==> config.mk <==
export PLATFORM = sky130hd
export DESIGN_NAME = egress_cpl_gen_flat
export DESIGN_NICKNAME = d
export VERILOG_FILES = /design/src/rtl/egress_cpl_gen_if.sv /design/src/rtl/egress_cpl_gen.sv /design/src/flat_wrapper.sv
export SDC_FILE = /design/constraint.sdc
export NUM_CORES = 1
export LEC_CHECK = 0
export CAP_MARGIN = 30
export CELL_PAD_IN_SITES_DETAIL_PLACEMENT = 1
export CELL_PAD_IN_SITES_GLOBAL_PLACEMENT = 2
export CORE_ASPECT_RATIO = 0.6
export CORE_MARGIN = 1.5
export CORE_UTILIZATION = 32
export CTS_CLUSTER_SIZE = 8
export DETAILED_ROUTE_END_ITERATION = 8
export PLACE_DENSITY = 0.95
export SLEW_MARGIN = 40
export SYNTH_ARGS = -nofsm -noshare
export SYNTH_HDL_FRONTEND = slang
export SYNTH_SLANG_ARGS = --single-unit
==> constraint.sdc <==
create_clock -name clk -period 12.15 [get_ports clk]
set_clock_uncertainty 0.15 [all_clocks]
set_input_delay 2.43 -clock clk [delete_from_list [all_inputs] [get_ports clk]]
set_output_delay 2.43 -clock clk [all_outputs]
set_load 0.005 [all_outputs]
==> src/rtl/egress_cpl_gen_if.sv <==
// Bundle of the request-side handshake, the completer ID and the TX AXI-stream
// toward the PCIe core, shared by egress_cpl_gen and whatever sits around it.
//
// Signal groups:
//   req_*            : parsed 1-DW MRd request in (valid/ready handshake)
//   cfg_completer_id : bus/dev/func of this endpoint
//   m_axis_tx_*      : 64-bit TX stream out, tuser tied off
//
// Modports:
//   master : the completion generator (drives req_ready and the TX stream)
//   slave  : the surrounding logic (drives requests, completer ID and tready)
interface egress_cpl_gen_if;
   logic        req_valid;
   logic        req_ready;
   logic        req_ur;
   logic [7:0]  req_tag;
   logic [15:0] req_rid;
   logic [2:0]  req_tc;
   logic [1:0]  req_attr;
   logic [6:0]  req_laddr;
   logic [31:0] req_data;
   logic [15:0] cfg_completer_id;

   logic        m_axis_tx_tready;
   logic [63:0] m_axis_tx_tdata;
   logic [7:0]  m_axis_tx_tkeep;
   logic        m_axis_tx_sop;
   logic        m_axis_tx_eop;
   logic        m_axis_tx_tvalid;
   logic [3:0]  m_axis_tx_tuser;

   modport master (
      input  req_valid, req_ur, req_tag, req_rid, req_tc, req_attr, req_laddr, req_data,
      input  cfg_completer_id,
      input  m_axis_tx_tready,
      output req_ready,
      output m_axis_tx_tdata, m_axis_tx_tkeep, m_axis_tx_sop, m_axis_tx_eop,
      output m_axis_tx_tvalid, m_axis_tx_tuser
   );

   modport slave (
      output req_valid, req_ur, req_tag, req_rid, req_tc, req_attr, req_laddr, req_data,
      output cfg_completer_id,
      output m_axis_tx_tready,
      input  req_ready,
      input  m_axis_tx_tdata, m_axis_tx_tkeep, m_axis_tx_sop, m_axis_tx_eop,
      input  m_axis_tx_tvalid, m_axis_tx_tuser
   );
endinterface

==> src/rtl/egress_cpl_gen.sv <==
// Completion generator for 1-DW memory reads. Each accepted request produces a
// 3DW-header completion on a 64-bit TX stream in exactly two beats:
//   beat0 : {DW1, DW0}           sop, full keep
//   beat1 : {DW3, DW2}  (CplD)   eop, full keep
//           {32'd0, DW2} (UR)    eop, low half keep
// A new request may be accepted in the cycle beat1 is consumed, so completions
// stream back to back without idle cycles.
//
// Ports:
//   clk     : system clock, rising edge
//   rst     : asynchronous active-high reset
//   bus     : request / completer ID / TX stream bundle (master view)
//   cpl_cnt : completions fully sent, wraps modulo 2^CNT_W
module egress_cpl_gen #(
   parameter int unsigned CNT_W = 16
) (
   input  logic                clk,
   input  logic                rst,
   egress_cpl_gen_if.master    bus,
   output logic [CNT_W-1:0]    cpl_cnt
);

   typedef enum logic [1:0] {
      StIdle  = 2'd0,
      StBeat0 = 2'd1,
      StBeat1 = 2'd2
   } state_t;

   state_t            state_q, state_d;
   logic              tvalid_q, tvalid_d;
   logic [63:0]       tdata_q, tdata_d;
   logic [7:0]        tkeep_q, tkeep_d;
   logic              sop_q, sop_d;
   logic              eop_q, eop_d;
   // Second-beat content captured at the handshake.
   logic [31:0]       dw2_q, dw2_d;
   logic [31:0]       data_q, data_d;
   logic              ur_q, ur_d;
   logic [CNT_W-1:0]  cnt_q, cnt_d;

   logic              req_ready;
   logic              hs;
   logic              tready;
   logic [2:0]        fmt;
   logic [9:0]        len;
   logic [2:0]        status;
   logic [31:0]       dw0;
   logic [31:0]       dw1;
   logic [31:0]       dw2_new;

   assign tready = bus.m_axis_tx_tready;

   // Ready is held low while reset is asserted even though the state is already
   // forced to idle.
   assign req_ready = !rst && ((state_q == StIdle) ||
                               ((state_q == StBeat1) && tready));
   assign hs        = bus.req_valid && req_ready;

   // Header dwords built from the live request fields; they are only consumed
   // on the handshake edge, which is where they get captured.
   assign fmt     = bus.req_ur ? 3'b000 : 3'b010;
   assign len     = bus.req_ur ? 10'd0 : 10'd1;
   assign status  = bus.req_ur ? 3'b001 : 3'b000;
   assign dw0     = {fmt, 5'b01010, 1'b0, bus.req_tc, 6'b0, bus.req_attr, 2'b0, len};
   assign dw1     = {bus.cfg_completer_id, status, 1'b0, 12'd4};
   assign dw2_new = {bus.req_rid, bus.req_tag, 1'b0, bus.req_laddr};

   always_comb begin
      state_d  = state_q;
      tvalid_d = tvalid_q;
      tdata_d  = tdata_q;
      tkeep_d  = tkeep_q;
      sop_d    = sop_q;
      eop_d    = eop_q;
      dw2_d    = dw2_q;
      data_d   = data_q;
      ur_d     = ur_q;
      cnt_d    = cnt_q;

      unique case (state_q)
         StIdle: begin
            if (hs) begin
               state_d  = StBeat0;
               tvalid_d = 1'b1;
               tdata_d  = {dw1, dw0};
               tkeep_d  = 8'hFF;
               sop_d    = 1'b1;
               eop_d    = 1'b0;
               dw2_d    = dw2_new;
               data_d   = bus.req_data;
               ur_d     = bus.req_ur;
            end
         end
         StBeat0: begin
            if (tready) begin
               state_d  = StBeat1;
               tdata_d  = ur_q ? {32'd0, dw2_q} : {data_q, dw2_q};
               tkeep_d  = ur_q ? 8'h0F : 8'hFF;
               sop_d    = 1'b0;
               eop_d    = 1'b1;
            end
         end
         StBeat1: begin
            if (tready) begin
               cnt_d = cnt_q + CNT_W'(1);
               if (hs) begin
                  // Next completion's first beat follows immediately.
                  state_d  = StBeat0;
                  tvalid_d = 1'b1;
                  tdata_d  = {dw1, dw0};
                  tkeep_d  = 8'hFF;
                  sop_d    = 1'b1;
                  eop_d    = 1'b0;
                  dw2_d    = dw2_new;
                  data_d   = bus.req_data;
                  ur_d     = bus.req_ur;
               end else begin
                  state_d  = StIdle;
                  tvalid_d = 1'b0;
                  tdata_d  = 64'd0;
                  tkeep_d  = 8'h00;
                  sop_d    = 1'b0;
                  eop_d    = 1'b0;
               end
            end
         end
         default: begin
            state_d  = StIdle;
            tvalid_d = 1'b0;
            tdata_d  = 64'd0;
            tkeep_d  = 8'h00;
            sop_d    = 1'b0;
            eop_d    = 1'b0;
         end
      endcase
   end

   always_ff @(posedge clk or posedge rst) begin
      if (rst) begin
         state_q  <= StIdle;
         tvalid_q <= 1'b0;
         tdata_q  <= 64'd0;
         tkeep_q  <= 8'h00;
         sop_q    <= 1'b0;
         eop_q    <= 1'b0;
         dw2_q    <= 32'd0;
         data_q   <= 32'd0;
         ur_q     <= 1'b0;
         cnt_q    <= '0;
      end else begin
         state_q  <= state_d;
         tvalid_q <= tvalid_d;
         tdata_q  <= tdata_d;
         tkeep_q  <= tkeep_d;
         sop_q    <= sop_d;
         eop_q    <= eop_d;
         dw2_q    <= dw2_d;
         data_q   <= data_d;
         ur_q     <= ur_d;
         cnt_q    <= cnt_d;
      end
   end

   assign bus.req_ready        = req_ready;
   assign bus.m_axis_tx_tvalid = tvalid_q;
   assign bus.m_axis_tx_tdata  = tdata_q;
   assign bus.m_axis_tx_tkeep  = tkeep_q;
   assign bus.m_axis_tx_sop    = sop_q;
   assign bus.m_axis_tx_eop    = eop_q;
   assign bus.m_axis_tx_tuser  = 4'd0;
   assign cpl_cnt              = cnt_q;

endmodule

==> src/flat_wrapper.sv <==
// flat-port wrapper written by rule: the top's interface ports become plain ports
module egress_cpl_gen_flat 
#(
   parameter int unsigned CNT_W = 16
)
  (clk, rst, cpl_cnt, bus_req_valid, bus_req_ur, bus_req_tag, bus_req_rid, bus_req_tc, bus_req_attr, bus_req_laddr, bus_req_data, bus_cfg_completer_id, bus_m_axis_tx_tready, bus_req_ready, bus_m_axis_tx_tdata, bus_m_axis_tx_tkeep, bus_m_axis_tx_sop, bus_m_axis_tx_eop, bus_m_axis_tx_tvalid, bus_m_axis_tx_tuser);
  egress_cpl_gen_if bus_i ();
  input  logic clk;
  input  logic rst;
  output logic [CNT_W-1:0] cpl_cnt;
  input wire logic [$bits(bus_i.req_valid)-1:0] bus_req_valid;
  input wire logic [$bits(bus_i.req_ur)-1:0] bus_req_ur;
  input wire logic [$bits(bus_i.req_tag)-1:0] bus_req_tag;
  input wire logic [$bits(bus_i.req_rid)-1:0] bus_req_rid;
  input wire logic [$bits(bus_i.req_tc)-1:0] bus_req_tc;
  input wire logic [$bits(bus_i.req_attr)-1:0] bus_req_attr;
  input wire logic [$bits(bus_i.req_laddr)-1:0] bus_req_laddr;
  input wire logic [$bits(bus_i.req_data)-1:0] bus_req_data;
  input wire logic [$bits(bus_i.cfg_completer_id)-1:0] bus_cfg_completer_id;
  input wire logic [$bits(bus_i.m_axis_tx_tready)-1:0] bus_m_axis_tx_tready;
  output wire logic [$bits(bus_i.req_ready)-1:0] bus_req_ready;
  output wire logic [$bits(bus_i.m_axis_tx_tdata)-1:0] bus_m_axis_tx_tdata;
  output wire logic [$bits(bus_i.m_axis_tx_tkeep)-1:0] bus_m_axis_tx_tkeep;
  output wire logic [$bits(bus_i.m_axis_tx_sop)-1:0] bus_m_axis_tx_sop;
  output wire logic [$bits(bus_i.m_axis_tx_eop)-1:0] bus_m_axis_tx_eop;
  output wire logic [$bits(bus_i.m_axis_tx_tvalid)-1:0] bus_m_axis_tx_tvalid;
  output wire logic [$bits(bus_i.m_axis_tx_tuser)-1:0] bus_m_axis_tx_tuser;
  assign bus_i.req_valid = bus_req_valid;
  assign bus_i.req_ur = bus_req_ur;
  assign bus_i.req_tag = bus_req_tag;
  assign bus_i.req_rid = bus_req_rid;
  assign bus_i.req_tc = bus_req_tc;
  assign bus_i.req_attr = bus_req_attr;
  assign bus_i.req_laddr = bus_req_laddr;
  assign bus_i.req_data = bus_req_data;
  assign bus_i.cfg_completer_id = bus_cfg_completer_id;
  assign bus_i.m_axis_tx_tready = bus_m_axis_tx_tready;
  assign bus_req_ready = bus_i.req_ready;
  assign bus_m_axis_tx_tdata = bus_i.m_axis_tx_tdata;
  assign bus_m_axis_tx_tkeep = bus_i.m_axis_tx_tkeep;
  assign bus_m_axis_tx_sop = bus_i.m_axis_tx_sop;
  assign bus_m_axis_tx_eop = bus_i.m_axis_tx_eop;
  assign bus_m_axis_tx_tvalid = bus_i.m_axis_tx_tvalid;
  assign bus_m_axis_tx_tuser = bus_i.m_axis_tx_tuser;
  egress_cpl_gen #(.CNT_W(CNT_W)) u_core (.clk(clk), .rst(rst), .bus(bus_i), .cpl_cnt(cpl_cnt));
endmodule
After elaboration in Yosys (flattened, before gate mapping)
Index checks and enable logic that the tools add are counted.
- $add $sub $neg: 1
- bitwise operators: 1
- equal/unequal tests: 5
- mux-type cells: 38
- reductions and logical operators: 11
- operators with widths (kind ; count):
    2-to-1 mux 64 bit ; 5
    one-hot mux 64 bit (3 select lines) ; 1
    2-to-1 mux 32 bit ; 4
    one-hot mux 32 bit (2 select lines) ; 2
    2-to-1 mux 8 bit ; 5
    one-hot mux 8 bit (3 select lines) ; 1
    adder 16 x 1 -> 16 bit, second input constant ; 1
    2-to-1 mux 1 bit ; 11
    one-hot mux 1 bit (3 select lines) ; 3
    2-to-1 mux 2 bit ; 4
    one-hot mux 2 bit (3 select lines) ; 1
    AND reduction 3 bit ; 2
    != test 2 bit, second input constant ; 2
    AND reduction 2 bit ; 2
    logical AND 1 bit ; 3
    equality test 2 x 1 -> 1 bit, second input constant ; 1
    equality test 2 bit, second input constant ; 1
    zero test 2 bit ; 1
    != test 2 x 1 -> 1 bit, second input constant ; 1
    one-hot mux 1 bit (2 select lines) ; 1
    nonzero test 2 bit ; 1
    zero test 1 bit ; 1
    logical OR 1 bit ; 1
    NOT 1 bit ; 1
- flip-flop bits (word level): 158
- output and inout bits: 96

Longest topological paths before layout
- depth in word-level cells: 8
- depth in mapped cells: 8
- depth with buffers taken out: 5

Worst setup path before layout
No wires, ideal clock.
- kind: input to output
- from: input bus_m_axis_tx_tready
- to: output bus_req_ready
- arrival: 2.809 ns
- stages: 2
- slack: 6.761 ns
- buffers on the path: 0
- cells stage by stage: nand2b_1 and2_0
- word-level cells in the longest chain between the ends: 3
- RTL lines (what ; RTL line ; text):
    start: declaration ; flat_wrapper.sv:20 ; input wire logic [$bits(bus_i.m_axis_tx_tready)-1:0] bus_m_axis_tx_tready;
    logical AND 1 bit ; egress_cpl_gen.sv:56 ; ((state_q == StBeat1) && tready));
    logical OR 1 bit ; egress_cpl_gen.sv:55 ; assign req_ready = !rst && ((state_q == StIdle) ||
    logical AND 1 bit ; egress_cpl_gen.sv:55 ;
    end: declaration ; flat_wrapper.sv:21 ; output wire logic [$bits(bus_i.req_ready)-1:0] bus_req_ready;
No other way between the ends.

Worst setup path after layout
Ends and elaborated chain as after synthesis.

==> run metrics <==
H-tree depth=4; syn_area_per_cell=12.31 um2; Sum Neg Setup Slack=0 ns; part of the power in registers=43.0%; Int Pwr=between 1 and 1.5 mW; Die Width=182.2 um; setup bufs post-CTS=0; PostCTS Resize Cnt=0; clock buffer depth=2; Max Freq=0.1424 GHz; Worst path top cell family by delay=buffers and inverters; endpoints failing setup=0; die height=110.5 um; GP Congestion=0.7883; layout cells sized above 1=16.45%; clk root buf=clkbuf_16; Post-synth EDFFs=0; max incr delay on CP=0.79 ns; fillcell total=2,016; critical path class=primary input to output port; Worst setup SP type=primary input; register area share after synthesis=60.46%; Final Cycle Share=57.80%; Max-slew headroom=45.26%; commonest cells after routing, fill and taps aside=clkdlybuf4s50_1 (179), dfrtp_1 (149), mux2_2 (65); Top FF cell, synth=dfrtp_1; initial antenna violation count=0; Ys Warns=0; vias per cell=4.989; clock buffer count from CTS=17; Setup crit end kind=output port; Post-DP HPWL=12.36 mm; worst-path fanout max=15; Final Max Tran Viols=0; vias in the first global route=5,090; final cell count without fillers=approximately 900; largest net degree at the start of global routing=slightly above 80; Yosys reg bits=149; DRT iter0 DRCs=265; First-pass DRT Iterations=4; worst path cell trace=clkdlybuf4s50_1 -> nand2b_1 -> and2_0 -> clkdlybuf4s50_1; core area=18,930 um2; first-pass GRT wire length=27.95 mm; Post-Syn Area=6167 um2; placed cells=895; Post-CTS Hold Buffers=0; Clk pwr share=between 30% and 40%; RSZ-0062 raised after global routing=no; FF-to-FF Start=u_core.state_q[0]; Syn-to-layout area delta=41.63%; logic gate share of total power=26.1%; worst hold path type=flop to flop; Final #Nets=758; worst slack at placement=between 5 and 6 ns; port bufs=179; Synth async-reset ratio=between 90% and 100%; worst reg2reg endpoint=u_core.bus.m_axis_tx_tdata[47]; clock sinks=149; crit path buf inv count=2; WP data required=9.57 ns; via count=4,625; CTS clk-pin slew, worst paths=roughly 0.070 ns; crit path to=bus_req_ready; Final Hold Viols=0; gr usage total=17.84%; Clk Latency, worst-skew pair=0.41 ns; actual slew at the worst max-slew pin=0.8185 ns; Ports=185; crit path DAT=between 4 and 5 ns; Period minus WS final=7.023 ns; R2R depth=4; Final ANT Viol Nets=0; Crit path top cell by count=clkdlybuf4s50_1; worst vdd ir=about 0.088 mV; fin util=a little under half; Starting Density=32.57%; flop2flop setup slack=9.06 ns; Max Cap Viol=0; status=finished, final reports clean; commonest non-fill, non-tap cell in the layout=clkdlybuf4s50_1; Post-Syn Instances=between 500 and 600; LEAKAGE=approximately 3.7 nW; Avg WL per Cell=~19 um; Die ar.=around 20,000 um2; grt ovf=0; P_sw=between 0.4 and 0.5 mW; antenna cells=0; P per Cell Area=190.5 nW/um2; Netlist cell types=39; Slowest-stage cell, CP=clkdlybuf4s50_1; final WL=17.59 mm; critical path startpoint=bus_m_axis_tx_tready; CTS tree=done; PnR worst setup slack=5.127 ns; switching share of power=29.25%; Total Power=around 1.7 mW; row count=39; DRC Markers=0; WP depth=4
-- worst register-to-register path: stages, from the launching register on --
cell and delay, ns:
dfrtp_1 0.68, nor2_4 0.62, a221o_2 0.75, buf_4 0.53
o21ai_0 0.21
-- sequential cells by signal, summed over array words and instances, names as in the netlist --
| signal | flops |
|---|---|
| u_core.state_q | 2 |
| u_core.bus.m_axis_tx_sop | 1 |
| u_core.bus.m_axis_tx_tvalid | 1 |
| u_core.bus.m_axis_tx_tdata | 63 |
| u_core.dw2_q | 31 |
| u_core.data_q | 32 |
| u_core.cpl_cnt | 16 |
| u_core.ur_q | 1 |
| u_core.bus.m_axis_tx_tkeep | 2 |
-- area by class of cell --
| cell class | instances | area [um2] | area share, % |
|---|---|---|---|
| flip-flops and latches | 149 | 3729 | 42.69 |
| multi-input cells | 305 | 2215 | 25.35 |
| repair buffers | 185 | 1866 | 21.36 |
| clock buffers | 20 | 456.7 | 5.228 |
| well taps | 246 | 307.8 | 3.524 |
| clock inverters | 12 | 118.9 | 1.361 |
| inverters | 10 | 42.54 | 0.4870 |
-- per-layer routing --
| metal | global-route usage (%) | vias up | share of wire, % |
|---|---|---|---|
| li1 | - | 2106 | - |
| met1 | 24.25 | 2362 | 46 |
| met2 | 27.99 | 143 | 47 |
| met3 | 5.178 | 14 | 6.2 |
| met4 | 4.573 | 0 | 0.75 |
| met5 | 0 | - | 0 |
-- worst min path at each step --
stage	startpoint	endpoint	depth (start not counted)
3_3_place_gp	u_core.bus.m_axis_tx_tdata[41]	u_core.bus.m_axis_tx_tdata[41]	2
4_1_cts	u_core.cpl_cnt[15]	u_core.cpl_cnt[15]	1
3_5_place_dp	u_core.cpl_cnt[15]	u_core.cpl_cnt[15]	1
2_1_floorplan	u_core.dw2_q[10]	u_core.bus.m_axis_tx_tdata[10]	1
6_report	u_core.cpl_cnt[15]	u_core.cpl_cnt[15]	1
5_1_grt	u_core.cpl_cnt[15]	u_core.cpl_cnt[15]	1
-- cells by family (layout without fill, tap and decap cells) --
logic type | count (synthesis) | after routing | synth area share [%]
flip-flops | 149 | 149 | 60.46
AO/OA/AOI/OAI | 118 | 118 | 13.31
AND/OR/NAND/NOR | 101 | 101 | 7.406
multiplexers | 65 | 65 | 11.87
buffers and inverters | 51 | 227 | 4.565
XOR/XNOR | 15 | 15 | 2.130
adder cells (fa/ha/maj) | 1 | 1 | 0.2028
other | 1 | 5 | 0.06081
-- metrics by stage --
step                hold slack, ns  area, um2
detailed placement          0.3246       8159
finish                      0.3233       8735
floorplan                   0.3103       6182
CTS                         0.3334       8735
global placement            0.3100       8094
global route                0.3609       8735
-- cells in the mapped netlist (2+ instances only) --
cell type,count,share of area (%)
a32o_1,17,2.8
dfrtp_1,149,60
a21oi_1,23,1.9
o21bai_1,2,0.24
nand4_1,3,0.30
buf_6,3,0.55
nor3_1,2,0.16
inv_1,9,0.55
clkbuf_1,8,0.49
xor2_1,3,0.43
nor2_1,10,0.61
nand2_1,61,3.7
nor3_2,2,0.32
buf_2,17,1.4
nand2b_1,3,0.30
buf_4,12,1.5
o22ai_1,3,0.30
and3_1,6,0.61
o21ai_0,39,3.2
nand3_1,6,0.49
a221o_1,8,1.3
nor2b_1,2,0.20
mux2_2,65,12
a22o_1,22,3.1
xnor2_1,12,1.7
-- power by group through the flow --
stage	sequential, mW	combinational, mW	clock, mW
5_1_grt	0.733	0.470	0.552
3_3_place_gp	0.710	0.417	0
4_1_cts	0.717	0.441	0.531
6_report	0.715	0.435	0.514
3_5_place_dp	0.724	0.438	0
2_1_floorplan	0.699	0.214	0
Power figures use the tool's default switching activity.
